--- src/rtl/comp_chain.sv ---
// Word-level magnitude comparator fed MSB-first by a 2-bit slice comparator.
// Optional one-hot slice checking is compiled in with COMP_CHAIN_ONEHOT_CHECK_EN.
module comp_chain #(
    parameter int NSLICES = 4
) (
    input  logic clk,
    input  logic reset_n,
    input  logic start,
    input  logic slice_valid,
    input  logic eq,
    input  logic gt,
    input  logic lt,
    output logic busy,
    output logic done,
    output logic a_eq_b,
    output logic a_gt_b,
    output logic a_lt_b,
    output logic error
);

    localparam int CW = (NSLICES > 1) ? $clog2(NSLICES) : 1;
    localparam logic [CW-1:0] LAST = CW'(NSLICES - 1);

    typedef enum logic [1:0] {
        IDLE,
        SCAN,
        DONE
    } state_t;

    typedef enum logic [1:0] {
        RES_EQ,
        RES_GT,
        RES_LT
    } res_t;

    state_t        state_reg, state_next;
    logic [CW-1:0] cnt_reg, cnt_next;
    logic          decided_reg, decided_next;
    res_t          res_reg, res_next;
    logic          busy_reg, done_reg;
    logic          eq_reg, gt_reg, lt_reg;
    logic          load_result;

`ifdef COMP_CHAIN_ONEHOT_CHECK_EN
    logic err_reg, err_next, err_out_reg, slice_bad;

    // Any slice that is not exactly one-hot, including all-zero, is flagged.
    always_comb begin
        slice_bad = 1'b1;
        case ({eq, gt, lt})
            3'b100, 3'b010, 3'b001: slice_bad = 1'b0;
            default:                slice_bad = 1'b1;
        endcase
    end
`endif

    always_comb begin
        state_next   = state_reg;
        cnt_next     = cnt_reg;
        decided_next = decided_reg;
        res_next     = res_reg;
`ifdef COMP_CHAIN_ONEHOT_CHECK_EN
        err_next     = err_reg;
`endif
        unique case (state_reg)
            IDLE, DONE: begin
                if (start) begin
                    state_next   = SCAN;
                    cnt_next     = '0;
                    decided_next = 1'b0;
                    res_next     = RES_EQ;
`ifdef COMP_CHAIN_ONEHOT_CHECK_EN
                    err_next     = 1'b0;
`endif
                end else begin
                    state_next = IDLE;
                end
            end
            SCAN: begin
                if (slice_valid) begin
                    // The first non-equal slice from the MSB end decides the word.
                    if (!decided_reg) begin
                        casez ({gt, lt, eq})
                            3'b1??: begin
                                res_next     = RES_GT;
                                decided_next = 1'b1;
                            end
                            3'b01?: begin
                                res_next     = RES_LT;
                                decided_next = 1'b1;
                            end
                            default: res_next = res_reg;
                        endcase
                    end
`ifdef COMP_CHAIN_ONEHOT_CHECK_EN
                    err_next = err_reg | slice_bad;
`endif
                    if (cnt_reg == LAST) begin
                        state_next = DONE;
                    end else begin
                        cnt_next = cnt_reg + 1'b1;
                    end
                end
            end
            default: state_next = IDLE;
        endcase
    end

    // Results include the final slice, so they are taken from the next-state values.
    assign load_result = (state_reg == SCAN) && (state_next == DONE);

    always_ff @(posedge clk) begin
        if (!reset_n) begin
            state_reg   <= IDLE;
            cnt_reg     <= '0;
            decided_reg <= 1'b0;
            res_reg     <= RES_EQ;
            busy_reg    <= 1'b0;
            done_reg    <= 1'b0;
            eq_reg      <= 1'b0;
            gt_reg      <= 1'b0;
            lt_reg      <= 1'b0;
        end else begin
            state_reg   <= state_next;
            cnt_reg     <= cnt_next;
            decided_reg <= decided_next;
            res_reg     <= res_next;
            busy_reg    <= (state_next == SCAN);
            done_reg    <= load_result;
            if (load_result) begin
                eq_reg <= (res_next == RES_EQ);
                gt_reg <= (res_next == RES_GT);
                lt_reg <= (res_next == RES_LT);
            end
        end
    end

`ifdef COMP_CHAIN_ONEHOT_CHECK_EN
    always_ff @(posedge clk) begin
        if (!reset_n) begin
            err_reg     <= 1'b0;
            err_out_reg <= 1'b0;
        end else begin
            err_reg <= err_next;
            if (load_result) begin
                err_out_reg <= err_next;
            end
        end
    end

    assign error = err_out_reg;
`else
    assign error = 1'b0;
`endif

    assign busy   = busy_reg;
    assign done   = done_reg;
    assign a_eq_b = eq_reg;
    assign a_gt_b = gt_reg;
    assign a_lt_b = lt_reg;

endmodule

--- config.mk ---
export PLATFORM = sky130hd
export DESIGN_NAME = comp_chain
export DESIGN_NICKNAME = d
export VERILOG_FILES = /design/src/rtl/comp_chain.sv
export SDC_FILE = /design/constraint.sdc
export NUM_CORES = 1
export LEC_CHECK = 0
export CELL_PAD_IN_SITES_DETAIL_PLACEMENT = 1
export CELL_PAD_IN_SITES_GLOBAL_PLACEMENT = 1
export CORE_MARGIN = 4
export CORE_UTILIZATION = 35
export DETAILED_ROUTE_END_ITERATION = 6
export PLACE_DENSITY_LB_ADDON = 0.1
export SYNTH_ARGS = -nofsm -noshare
export SYNTH_HDL_FRONTEND = slang
export SYNTH_SLANG_ARGS = --single-unit
--- constraint.sdc ---
create_clock -name clk -period 1.3 [get_ports clk]
set_input_delay 0.13 -clock clk [delete_from_list [all_inputs] [get_ports clk]]
set_output_delay 0.13 -clock clk [all_outputs]
set_load 0.01 [all_outputs]
==> metrics.md <==
| Metric | Value |
|---|---|
| Pwr Total | `0.8025 mW` |
| Antenna violations before repair | `0` |
| Syn. warnings | `0` |
| Worst setup path category | `flop to output pin` |
| TritonCTS clock tree | `built` |
| Critical Path Source | `done` |
| Die height | `47.89 um` |
| Final setup violation count | `0` |
| Crit share post-route | `96.53%` |
| Critical Path AT | `1.12 ns` |
| Post-Route Skew | `0.003945 ns` |
| ANT cells | `0` |
| Maximum achievable frequency | `796.9 MHz` |
| Share of cells above drive strength 1 | `24.68%` |
| DR pass1 iterations | `4` |
| Synth Instances | `56` |
| Rows | `14` |
| Pwr per Cell Area | `1043 mW/mm^2` |
| Worst vdd ir | `0.0006210 V` |
| Final Hold Slack | `0.4882 ns` |
| Routed Antenna Nets | `0` |
| Comb pwr share | `13.2%` |
| Syn avg cell area | `9.943 sq um` |
| Core area | `0.001506 sq mm` |
| Outcome | `finished, final reports clean` |
| GPL Wtd Cong | `0.7407` |
| Yosys reg bits | `12` |
| Critical Path Fanout Max | `1` |
| DRC | `0` |
| Worst Hold Class | `flop to flop` |
| GRT Util Overall | `15.03%` |
| Pleak | `0.3554 nW` |
| Filler cells | `186` |
| CP top delay family | `buffers and inverters` |
| Die area | `0.002293 sq mm` |
| Sw power | `0.1987 mW` |
| I/O Buffers | `10` |
| Most frequent cells in the layout | `dfxtp_1 (12), buf_4 (10), clkdlybuf4s50_1 (7), a21boi_1 (5)` |
| Final Hold Violating Endpoints | `0` |
| Area grow syn2layout | `38.20%` |
| Slew Limit Fails | `0` |
| Worst hold start | `a_gt_b` |
| Htree depth | `1` |
| Sequential Power Share | `47.7%` |
| Max incr delay on CP | `0.53 ns` |
| Total CTS buffers | `3` |
| Number of global-route vias before repair | `510` |
| Clk sinks | `12` |
| Cts-stage hold buffer count | `0` |
| Switching Share | `24.77%` |
| Deepest clock path buffer count | `2` |
| FF-to-FF Start | `cnt_reg[0]` |
| Netlist cell types | `29` |
| Initial Util | `36.96%` |
| Vias | `495` |
| Global-route wire length before repair | `2194 um` |
| Sequential element share of the synthesized area | `43.15%` |
| Iter 0 DRT Violations | `3` |
| Post-DP HPWL | `995.4 um` |
| Max_cap viols | `0` |
| Most common cell after layout, fill and taps aside | `dfxtp_1` |
| Post-Route WL | `1356 um` |
| Unrepaired setup endpoints after global routing | `no` |
| Slowest-stage cell, CP | `clkdlybuf4s50_1` |
| Post-CTS Setup Bufs | `0` |
| Largest net degree at the start of global routing | `9` |
| Die Wd | `47.89 um` |
| Clock transition at path regs | `0.08 ns` |
| Routed wire per std cell | `14.58 um` |
| Io pins | `13` |
| Tmin final | `1.255 ns` |
| GRT overflow | `0` |
| Internal power | `0.6037 mW` |
| Clock power share | `39.1%` |
| CP Launch Type | `flop` |
| Crit end category | `output pin` |
| Syn_nets | `64` |
| Clk Latency, worst-skew pair | `0.29 ns` |
| Crit-path cells | `clkdlybuf4s50_1` |
| Root buf cell | `clkbuf_4` |
| Post-Synthesis Cell Area | `556.8 sq um` |
| Worst EP required | `1.17 ns` |
| Buf/Inv on CP | `1` |
| Layout net count | `86` |
| Vias/cell | `5.323` |
==> metal layers <==
metal	routed length, um	part of all wire [%]	vias to the layer above	global-route usage, %
met4	51	3.8	0	14.52
met5	0	0	-	0
met2	635	47	9	21.64
met1	605	45	239	17.26
met3	64	4.7	4	4.511
li1	-	-	243	-
==> cell families after synthesis <==
| kind of cell | synth area share [%] |
|---|---|
| AO/OA/AOI/OAI | 26.07 |
| AND/OR/NAND/NOR | 21.12 |
| flip-flops | 43.15 |
| buffers and inverters | 6.740 |
| adder cells (fa/ha/maj) | 2.247 |
| other | 0.6735 |
==> power by group through the flow <==
stage	sequential, mW	clock, mW	combinational, mW
after global placement	0.391	0	0.104
after floorplan	0.394	0	0.0542
final	0.383	0.313	0.106
after global routing	0.384	0.332	0.117
after CTS	0.383	0.323	0.107
after detailed placement	0.392	0	0.106
==> synthesized netlist by cell type <==
library cell / instances / area [sq um]
dfxtp_1: 12 / 240.2
a21boi_1: 5 / 37.54
and3_1: 3 / 18.77
inv_1: 3 / 11.26
nand2_1: 3 / 11.26
o211ai_1: 3 / 22.52
a21oi_1: 2 / 10.01
a31o_1: 2 / 17.52
nand2b_1: 2 / 12.51
nand3b_1: 2 / 15.01
a221oi_2: 1 / 15.01
a22oi_1: 1 / 7.510
a32oi_1: 1 / 8.760
and3b_4: 1 / 12.51
buf_4: 1 / 7.510
buf_6: 1 / 11.26
clkbuf_1: 1 / 3.750
clkinv_1: 1 / 3.750
conb_1: 1 / 3.750
ha_1: 1 / 12.51
nand3_1: 1 / 5.000
nand3_2: 1 / 10.01
nand3b_2: 1 / 11.26
nand4b_1: 1 / 8.760
nor2b_1: 1 / 6.260
o21ai_0: 1 / 5.000
o2bb2ai_1: 1 / 8.760
o31ai_2: 1 / 12.51
or3_1: 1 / 6.260
==> final timing paths <==
check                             endpoint  slack (ns)  cells after the start
worst min register to register      a_gt_b        0.49                      2
worst max-delay path                  done        0.05                      1
worst max register to register  cnt_reg[0]        0.06                      4
worst min-delay path                a_gt_b        0.49                      2
==> repair_timing <==
action | in CTS | in global routing
setup endpoints to repair | 1 | 2
gates resized for setup | 1 | 2
pin swaps | 0 | 0
==> per-stage QoR <==
step	setup TNS [ns]	cells	worst slack (ns)	cell area, sq um	util [%]
floorplan	0	56	0.1242	556.8	-
global placement	-0.4276	89	-0.1053	729.5	48.42
detailed placement	-0.5403	89	-0.1130	729.5	48.42
CTS	0	93	0.009833	764.5	50.75
global route	0	93	0.003322	769.5	51.08
finish	0	93	0.04509	769.5	51.08
==> area by class of cell <==
class | count | area, sq um | share of cell area [%]
clock buffers | 4 | 36.28 | 4.715
inverters | 4 | 15.01 | 1.951
multi-input cells | 37 | 279.0 | 36.26
flip-flops and latches | 12 | 240.2 | 31.22
well taps | 16 | 20.02 | 2.602
repair buffers | 20 | 178.9 | 23.25
Power figures use the tool's default switching activity.
